===== src/rtl/pipelined_barrel_shifter_if.sv =====
// Handshake bundle for pipelined_barrel_shifter: operand side (in_*) and result side (out_*).
// Valid/ready on both sides: a beat moves on a rising edge where valid & ready are both 1; the source keeps valid and payload stable until then.
interface pipelined_barrel_shifter_if #(
  parameter int N     = 32,
  parameter int TAG_W = 4
);
  localparam int S = $clog2(N);

  logic             in_valid;
  logic             in_ready;
  logic [N-1:0]     in_data;
  logic [S-1:0]     in_shamt;
  logic [1:0]       in_op;
  logic [TAG_W-1:0] in_tag;
  logic             out_valid;
  logic             out_ready;
  logic [N-1:0]     out_data;
  logic [TAG_W-1:0] out_tag;

  modport master (
    output in_valid, in_data, in_shamt, in_op, in_tag, out_ready,
    input  in_ready, out_valid, out_data, out_tag
  );

  modport slave (
    input  in_valid, in_data, in_shamt, in_op, in_tag, out_ready,
    output in_ready, out_valid, out_data, out_tag
  );
endinterface


===== src/rtl/pipelined_barrel_shifter.sv =====
// Logarithmic barrel shifter with one register per shift level (SLL/SRL/SRA, ROR under
// PIPELINED_BARREL_SHIFTER_ROR_EN; without it op 11 acts as SRL). Latency $clog2(N), one op per cycle.
module pipelined_barrel_shifter #(
  parameter int N     = 32,
  parameter int TAG_W = 4
) (
  input  logic                       clk,
  input  logic                       rst_n,
  pipelined_barrel_shifter_if.slave  bus
);
  localparam int S = $clog2(N);

  if (N < 4 || (N & (N - 1)) != 0) begin : g_bad_width
    $error("pipelined_barrel_shifter: N must be a power of two and at least 4");
  end

  logic [S-1:0]            valid_q, valid_d;
  logic [S-1:0][N-1:0]     data_q,  data_d;
  logic [S-1:0][S-1:0]     shamt_q, shamt_d;
  logic [S-1:0][1:0]       op_q,    op_d;
  logic [S-1:0][TAG_W-1:0] tag_q,   tag_d;

  // Stage k reads element k: element 0 is the input port, element k>0 is stage k-1.
  logic [S-1:0]            src_valid;
  logic [S-1:0][N-1:0]     src_data;
  logic [S-1:0][S-1:0]     src_shamt;
  logic [S-1:0][1:0]       src_op;
  logic [S-1:0][TAG_W-1:0] src_tag;

  logic stall;
  logic unused_last_stage;

  function automatic logic [N-1:0] shift_level(input logic [N-1:0] d,
                                               input logic [1:0]   op,
                                               input int           amt);
    logic [N-1:0] r;
    case (op)
      2'b00:   r = d << amt;
      2'b01:   r = d >> amt;
      2'b10:   r = N'($signed(d) >>> amt);
`ifdef PIPELINED_BARREL_SHIFTER_ROR_EN
      2'b11:   r = (d >> amt) | (d << (N - amt));
`else
      2'b11:   r = d >> amt;
`endif
      default: r = d;
    endcase
    return r;
  endfunction

  assign src_valid = {valid_q[S-2:0], bus.in_valid};
  assign src_data  = {data_q[S-2:0],  bus.in_data};
  assign src_shamt = {shamt_q[S-2:0], bus.in_shamt};
  assign src_op    = {op_q[S-2:0],    bus.in_op};
  assign src_tag   = {tag_q[S-2:0],   bus.in_tag};

  // A single global stall freezes every level, so bubbles are never squeezed out.
  assign stall        = valid_q[S-1] & ~bus.out_ready;
  assign bus.in_ready = ~stall;

  always_comb begin
    valid_d = valid_q;
    data_d  = data_q;
    shamt_d = shamt_q;
    op_d    = op_q;
    tag_d   = tag_q;
    if (!stall) begin
      valid_d = src_valid;
      shamt_d = src_shamt;
      op_d    = src_op;
      tag_d   = src_tag;
      for (int k = 0; k < S; k++) begin
        data_d[k] = src_shamt[k][k] ? shift_level(src_data[k], src_op[k], 1 << k)
                                    : src_data[k];
      end
    end
  end

  always_ff @(posedge clk or negedge rst_n) begin
    if (!rst_n) begin
      valid_q <= '0;
      data_q  <= '0;
      shamt_q <= '0;
      op_q    <= '0;
      tag_q   <= '0;
    end else begin
      valid_q <= valid_d;
      data_q  <= data_d;
      shamt_q <= shamt_d;
      op_q    <= op_d;
      tag_q   <= tag_d;
    end
  end

  assign bus.out_valid = valid_q[S-1];
  assign bus.out_data  = data_q[S-1];
  assign bus.out_tag   = tag_q[S-1];

  // The last level's shamt/op are only kept for a uniform register layout.
  assign unused_last_stage = ^{shamt_q[S-1], op_q[S-1]};
endmodule


===== src/flat_wrapper.sv =====
// flat-port wrapper written by rule: the top's interface ports become plain ports
module pipelined_barrel_shifter_flat 
#(
  parameter int N     = 32,
  parameter int TAG_W = 4
)
  (clk, rst_n, bus_in_valid, bus_in_data, bus_in_shamt, bus_in_op, bus_in_tag, bus_out_ready, bus_in_ready, bus_out_valid, bus_out_data, bus_out_tag);
  pipelined_barrel_shifter_if #(.N(N), .TAG_W(TAG_W)) bus_i ();
  input  logic clk;
  input  logic rst_n;
  input wire logic [$bits(bus_i.in_valid)-1:0] bus_in_valid;
  input wire logic [$bits(bus_i.in_data)-1:0] bus_in_data;
  input wire logic [$bits(bus_i.in_shamt)-1:0] bus_in_shamt;
  input wire logic [$bits(bus_i.in_op)-1:0] bus_in_op;
  input wire logic [$bits(bus_i.in_tag)-1:0] bus_in_tag;
  input wire logic [$bits(bus_i.out_ready)-1:0] bus_out_ready;
  output wire logic [$bits(bus_i.in_ready)-1:0] bus_in_ready;
  output wire logic [$bits(bus_i.out_valid)-1:0] bus_out_valid;
  output wire logic [$bits(bus_i.out_data)-1:0] bus_out_data;
  output wire logic [$bits(bus_i.out_tag)-1:0] bus_out_tag;
  assign bus_i.in_valid = bus_in_valid;
  assign bus_i.in_data = bus_in_data;
  assign bus_i.in_shamt = bus_in_shamt;
  assign bus_i.in_op = bus_in_op;
  assign bus_i.in_tag = bus_in_tag;
  assign bus_i.out_ready = bus_out_ready;
  assign bus_in_ready = bus_i.in_ready;
  assign bus_out_valid = bus_i.out_valid;
  assign bus_out_data = bus_i.out_data;
  assign bus_out_tag = bus_i.out_tag;
  pipelined_barrel_shifter #(.N(N), .TAG_W(TAG_W)) u_core (.clk(clk), .rst_n(rst_n), .bus(bus_i));
endmodule

===== config.mk =====
export PLATFORM = sky130hd
export DESIGN_NAME = pipelined_barrel_shifter_flat
export DESIGN_NICKNAME = d
export VERILOG_FILES = /design/src/rtl/pipelined_barrel_shifter_if.sv /design/src/rtl/pipelined_barrel_shifter.sv /design/src/flat_wrapper.sv
export SDC_FILE = /design/constraint.sdc
export NUM_CORES = 1
export LEC_CHECK = 0
export CAP_MARGIN = 20
export CORE_MARGIN = 10
export CORE_UTILIZATION = 45
export DETAILED_ROUTE_END_ITERATION = 10
export GPL_ROUTABILITY_DRIVEN = 1
export SKIP_CTS_REPAIR_TIMING = 1
export SYNTH_ARGS = -nofsm -noshare
export SYNTH_HDL_FRONTEND = slang
export SYNTH_SLANG_ARGS = --single-unit

===== constraint.sdc =====
create_clock -name clk -period 3.51 [get_ports clk]
set_input_delay 1.053 -clock clk [delete_from_list [all_inputs] [get_ports clk]]
set_output_delay 1.053 -clock clk [all_outputs]
set_load 0.05 [all_outputs]

==> metrics, run 1 <==
run status finished, final reports clean; library cells used by synthesis 40; Setup Crit Path Kind input pin to output pin; Die Width 172.6 um; Cell Pwr Density 958.4 nW/um2; flops & latches, synth 203; fillers 2145; fin crit period 2.996 ns; Data required, critical path 2.46 ns; nets@finish 1162; detailed-route vias per instance 5.465; buffers from clock root to sink, at most 3; Least-Margin Pin Slew 1.010 ns; H-tree depth 1; worst min-delay path startpoint u_core.bus.out_tag[3]; Area Growth Syn to Fin 13.55%; count leader, synth nand2_1; largest area contributor in the netlist dfrtp_1; Synth Flop Type dfrtp_1; layout cells sized above 1 6.643%; Starting Density 46.00%; largest net degree at the start of global routing 229; r2r startpoint u_core.shamt_q[13]; Hold EP u_core.bus.out_tag[3]; GR Util All Layers 16.29%; crit path launch type input pin; Synth Cell Area 10480 um2; Worst slew margin 32.64%; HP Class flop to flop; Port Buffer Count 84; Max-Cap Viols 0; CTS Root Buffer Type clkbuf_16; FMAX 333.8 MHz; Final Hold Viols 0; Post-synth EDFFs 0; DIE HEIGHT 172.6 um; DP Worst Slack 0.2721 ns; clk slew on worst S/H paths 0.06 ns; I/O pin cnt 85; Worst Setup Slack, final 0.5144 ns; Hold Path Stages 2; Critical Path End Type output pin; R2R setup slack 1.40 ns; Residual DRC 0; Pins Over Slew Limit 0; CTS tree built; Post-Route WL 25060 um; DR iter-0 viols 591; core area 22780 um2; Synthesized Nets 1159; CP max FO 3; final setup TNS 0 ns; number of global-route vias before repair 7760; Critical R2R Capture u_core.data_q[121]; Rows 55; RSZ-0062 raised after global routing false; Post-synth ARST share 100.0%; Antenna Violating Nets Remaining 0; final setup fails 0; first-pass GRT wire length 42070 um; cell depth of the worst flop-to-flop path 3; drt pass-1 iters 4; final period utilization 85.34%; routability cong. 0.7697; top cells by area, synth dfrtp_1 48%, nand2_1 10%, mux2i_1 9.4%; Avg Inst Size Synth 9.423 um2; full die area 29790 um2; register area share after synthesis 48.48%; clk sink count 203; top cells by count, synth 288 x nand2_1, 203 x dfrtp_1, 98 x mux2i_1; Wirelength per Cell 17.38 um; Mapped Cells 1112; antenna diode count 0; detailed placement HPWL 16360 um; Max rail drop VDD 466.2 uV; Clock Latency Late Sink 0.51 ns; initial antenna violation count 0; gr ovfl total 0; Yosys top cell area share 48.48%; Final Skew 0.008710 ns; TritonCTS buffer count 23; Yosys warnings 0; Critical Path AT 1.94 ns; Vias 7880; P_leak 4.933 nW
==> layout by cell type (no fill, tap or decap), types with 11 or more instances in the layout <==
cell type        count
nor2_1              28
nand2_1            288
nand3b_1            30
a2bb2oi_1           11
nor2b_1             19
a31oi_1             19
o211ai_1            93
nand3_1             69
clkdlybuf4s50_1     82
buf_4               13
nor3_1              28
mux2i_1             98
clkbuf_16           23
o21ai_0             37
dfrtp_1            203
a211oi_1            18
==> how the worst max path moves through the flow <==
stage,startpoint,to,slack (ns)
2_1_floorplan,bus_out_ready,bus_in_ready,0.82
3_3_place_gp,bus_out_ready,u_core.bus.out_data[23],0.31
3_5_place_dp,bus_out_ready,u_core.bus.out_data[23],0.27
4_1_cts,bus_out_ready,bus_in_ready,0.50
5_1_grt,bus_out_ready,bus_in_ready,0.47
6_report,bus_out_ready,bus_in_ready,0.51
==> power breakdown <==
group / switching (mW) / total, mW / internal (mW)
clock network: 0.933 / 2.39 / 1.45
logic: 2.78 / 4.61 / 1.82
registers: 1.06 / 4.41 / 3.35
total: 4.77 / 11.4 / 6.63
==> per-stage QoR <==
step | area (um2) | util, % | hold slack (ns) | cells | power (mW)
after floorplan | 10480 | - | 0.4300 | 1112 | 7.978
after global placement | 11150 | 48.97 | 0.4453 | 1403 | 8.997
after detailed placement | 11150 | 48.97 | 0.4541 | 1403 | 9.106
after CTS | 11900 | 52.24 | 0.4664 | 1442 | 11.51
after global routing | 11900 | 52.24 | 0.4720 | 1442 | 12.20
final | 11900 | 52.24 | 0.4623 | 1442 | 11.40
==> cell families after synthesis <==
family	count (synthesis)	synth area share [%]
AND/OR/NAND/NOR	473	20.16
AO/OA/AOI/OAI	206	14.63
flip-flops	203	48.48
buffers and inverters	132	7.379
multiplexers	98	9.361
==> critical path, cell delays in order <==
cell and delay (ns):
clkdlybuf4s50_1 0.44, nor2b_4 0.18, inv_4 0.07, buf_4 0.19
==> cell type report <==
type	instances	area, um2	area share, %
Timing Repair Buffer	100	1012	8.507
Sequential cell	203	5080	42.69
Clock inverter	4	73.82	0.6204
Clock buffer	35	670.6	5.636
Tap cell	313	391.6	3.291
Multi-Input combinational cell	777	4631	38.92
Inverter	10	40.04	0.3365
==> state kept, by name (all words and copies together), names as in the netlist <==
signal and count:
u_core.data_q 128, u_core.bus.out_data 32, u_core.src_tag 16, u_core.shamt_q 10, u_core.op_q 8, u_core.valid_q 5, u_core.bus.out_tag 4
==> per-layer routing <==
layer,vias up,global-route usage (%),share of wire [%]
met5,-,0,0
met4,0,3.262,1.2
met3,23,2.897,4.7
met2,167,24.99,46
met1,3804,23.54,48
li1,3886,-,-
(Power assumes the default switching activity.)
==> run 2: changes to the inputs <==
- REMOVE_ABC_BUFFERS: default -> 1
==> run 2 against run 1 <==
Effect of this change: routed wire length decreased by 4.7%; sequential share of layout area is 0.11 points lower; register-to-register slack better by 0.12 ns; critical path depth unchanged; first-iteration DRC count is 2.2% lower; final cell count increased by 0.35%; clock power decreased by 5%; final area increased by 0.25%; clock skew increased by 0.0016 ns; highest routed layer unchanged; largest cell class unchanged; sequential power down 2%.
==> metrics, run 2 (synthesis results as in run 1) <==
DR iter-0 viols 578 (-2.2%); first-pass GRT wire length 41140 um (-2.2%); worst min-delay path startpoint u_core.src_tag[14]; CP max FO 4 (+1); most frequent cells in the layout 288 x nand2_1, 203 x dfrtp_1, 98 x mux2i_1, 93 x o211ai_1, 82 x clkdlybuf4s50_1; Worst slew margin 35.86% (+3.2 points); Cell Pwr Density 940.3 nW/um2 (-1.9%); Pins Over Slew Limit 0 (unchanged); P_leak 4.955 nW (+0.46%); clk sink count 203 (unchanged); final setup fails 0 (unchanged); RSZ-0062 raised after global routing false; cell depth of the worst flop-to-flop path 3 (unchanged); Least-Margin Pin Slew 0.9622 ns (-0.04825 ns); GR Util All Layers 15.79% (-0.50 points); crit path launch type input pin; Cell Int Power 6.560 mW (-1.1%); Flop pwr share 38.4% (-0.3 points); H-tree depth 1 (unchanged); DIE HEIGHT 172.6 um (unchanged); fin crit period 3.049 ns (+0.05370 ns); Die Width 172.6 um (unchanged); CTS tree built; detailed placement HPWL 15990 um (-2.3%); max reg flops 128 (unchanged); Critical Path AT 2.00 ns (+0.06 ns); Wirelength per Cell 16.51 um (-5.0%); drt pass-1 iters 4 (unchanged); Residual DRC 0 (unchanged); Clock Latency Late Sink 0.50 ns (about the same); TritonCTS buffer count 23 (unchanged); antenna diode count 0 (unchanged); clk slew on worst S/H paths 0.06 ns (about the same); Comb pwr share 41.4% (+1.0 points); Vias 7689 (-2.4%); HP Class flop to flop; initial antenna violation count 0 (unchanged); r2r startpoint u_core.shamt_q[7]; Area Growth Syn to Fin 13.84%; Setup Crit Path Kind input pin to output pin; CP startpoint bus_out_ready; largest net degree at the start of global routing 106 (-54%); Hold EP u_core.src_tag[14]; Critical Path End Type output pin; Port Buffer Count 84 (unchanged); placed cells 1409 (+0.43%); buffers from clock root to sink, at most 3 (unchanged); detailed-route vias per instance 5.314 (-2.8%); fillers 2099 (-2.1%); reported net switching power 4.657 mW (-2.4%); Final Skew 0.01036 ns (+0.001648 ns); final period utilization 86.87% (+1.5 points); routability cong. 0.7668 (-0.38%); commonest non-fill, non-tap cell in the layout nand2_1; gr ovfl total 0 (unchanged); Antenna Violating Nets Remaining 0 (unchanged); Max rail drop VDD 455.1 uV (-2.4%); Post-Route WL 23890 um (-4.7%); Clock Power Share 20.2% (-0.7 points); Hold Path Stages 2 (unchanged); Max-Cap Viols 0 (unchanged); Starting Density 46.00% (unchanged); switch share 41.51% (-0.34 points); Biggest register u_core.data_q; Worst Setup Slack, final 0.4607 ns (-0.05370 ns); I/O pin cnt 85 (unchanged); Critical R2R Capture u_core.data_q[93]; layout cells sized above 1 7.231% (+0.59 points); DP Worst Slack 0.3975 ns (+0.1253 ns); Data required, critical path 2.46 ns (about the same); R2R setup slack 1.52 ns (+0.12 ns); core area 22780 um2 (unchanged); Finished Layout Cells 1447 (+0.35%); number of global-route vias before repair 7677 (-1.1%); nets@finish 1168 (+0.52%); Final Hold Viols 0 (unchanged); run status finished, final reports clean; FMAX 327.9 MHz (-1.8%); CTS Root Buffer Type clkbuf_16; full die area 29790 um2 (unchanged); Rows 55 (unchanged)
==> run 2: cell count changes in the layout (fill, tap and decap cells not counted) <==
cell / before / now
inv_4: 1 / 0
clkbuf_8: 6 / 9
bufinv_16: 2 / 0
clkbuf_1: 7 / 5
clkinv_2: 1 / 2
buf_12: 4 / 5
buf_4: 13 / 18
==> run 2: critical path: stages <==
cell and delay [ns]:
clkdlybuf4s50_1 0.45, nor2b_4 0.22, inv_6 0.08, buf_4 0.20
==> run 2: power by group through the flow <==
stage | clock network (mW) | logic [mW] | registers [mW]
after CTS | 2.33 | 4.71 | 4.30
after global routing | 2.42 | 5.15 | 4.47
after detailed placement | 0 | 4.70 | 4.35
after floorplan | 0 | 2.71 | 4.76
final | 2.27 | 4.65 | 4.30
after global placement | 0 | 4.63 | 4.32
==> run 2: worst max path at each step <==
stage	endpoint	slack, ns	cells past startpoint
3_3_place_gp	u_core.bus.out_data[26]	0.39	6
2_1_floorplan	u_core.data_q[34]	-3.45	4
3_5_place_dp	u_core.data_q[120]	0.40	6
6_report	bus_in_ready	0.46	4
5_1_grt	bus_in_ready	0.42	4
4_1_cts	bus_in_ready	0.44	4
==> run 2: layer usage <==
metal  track usage (%)  routed length, um  part of all wire, %  vias to the layer above
met3             2.723               1037                  4.3                       23
met4             3.625                309                  1.3                        0
met5                 0                  0                    0                        -
li1                  -                  -                    -                     3895
met2             23.51              10490                   44                      132
met1             23.30              12040                   50                     3639
==> run 2: layout make-up <==
type | count | area [um2] | area share, %
timing repair buffer | 106 | 1070 | 8.968
clock buffer | 36 | 704.4 | 5.905
multi-input combinational | 777 | 4631 | 38.82
inverter | 10 | 42.54 | 0.3566
clock inverter | 2 | 10.01 | 0.08391
tap | 313 | 391.6 | 3.283
sequential | 203 | 5080 | 42.58
==> run 2: through the flow <==
stage               util, %  hold slack, ns  instance area (um2)  TNS [ns]  total power, mW
finish                52.37          0.4636                11930         0            11.22
global route          52.37          0.4789                11930         0            12.03
CTS                   52.37          0.4672                11930         0            11.35
detailed placement    49.23          0.4546                11210         0            9.046
global placement      49.23          0.4480                11210         0            8.950
floorplan                 -          0.4300                 9743   -541.19            7.465
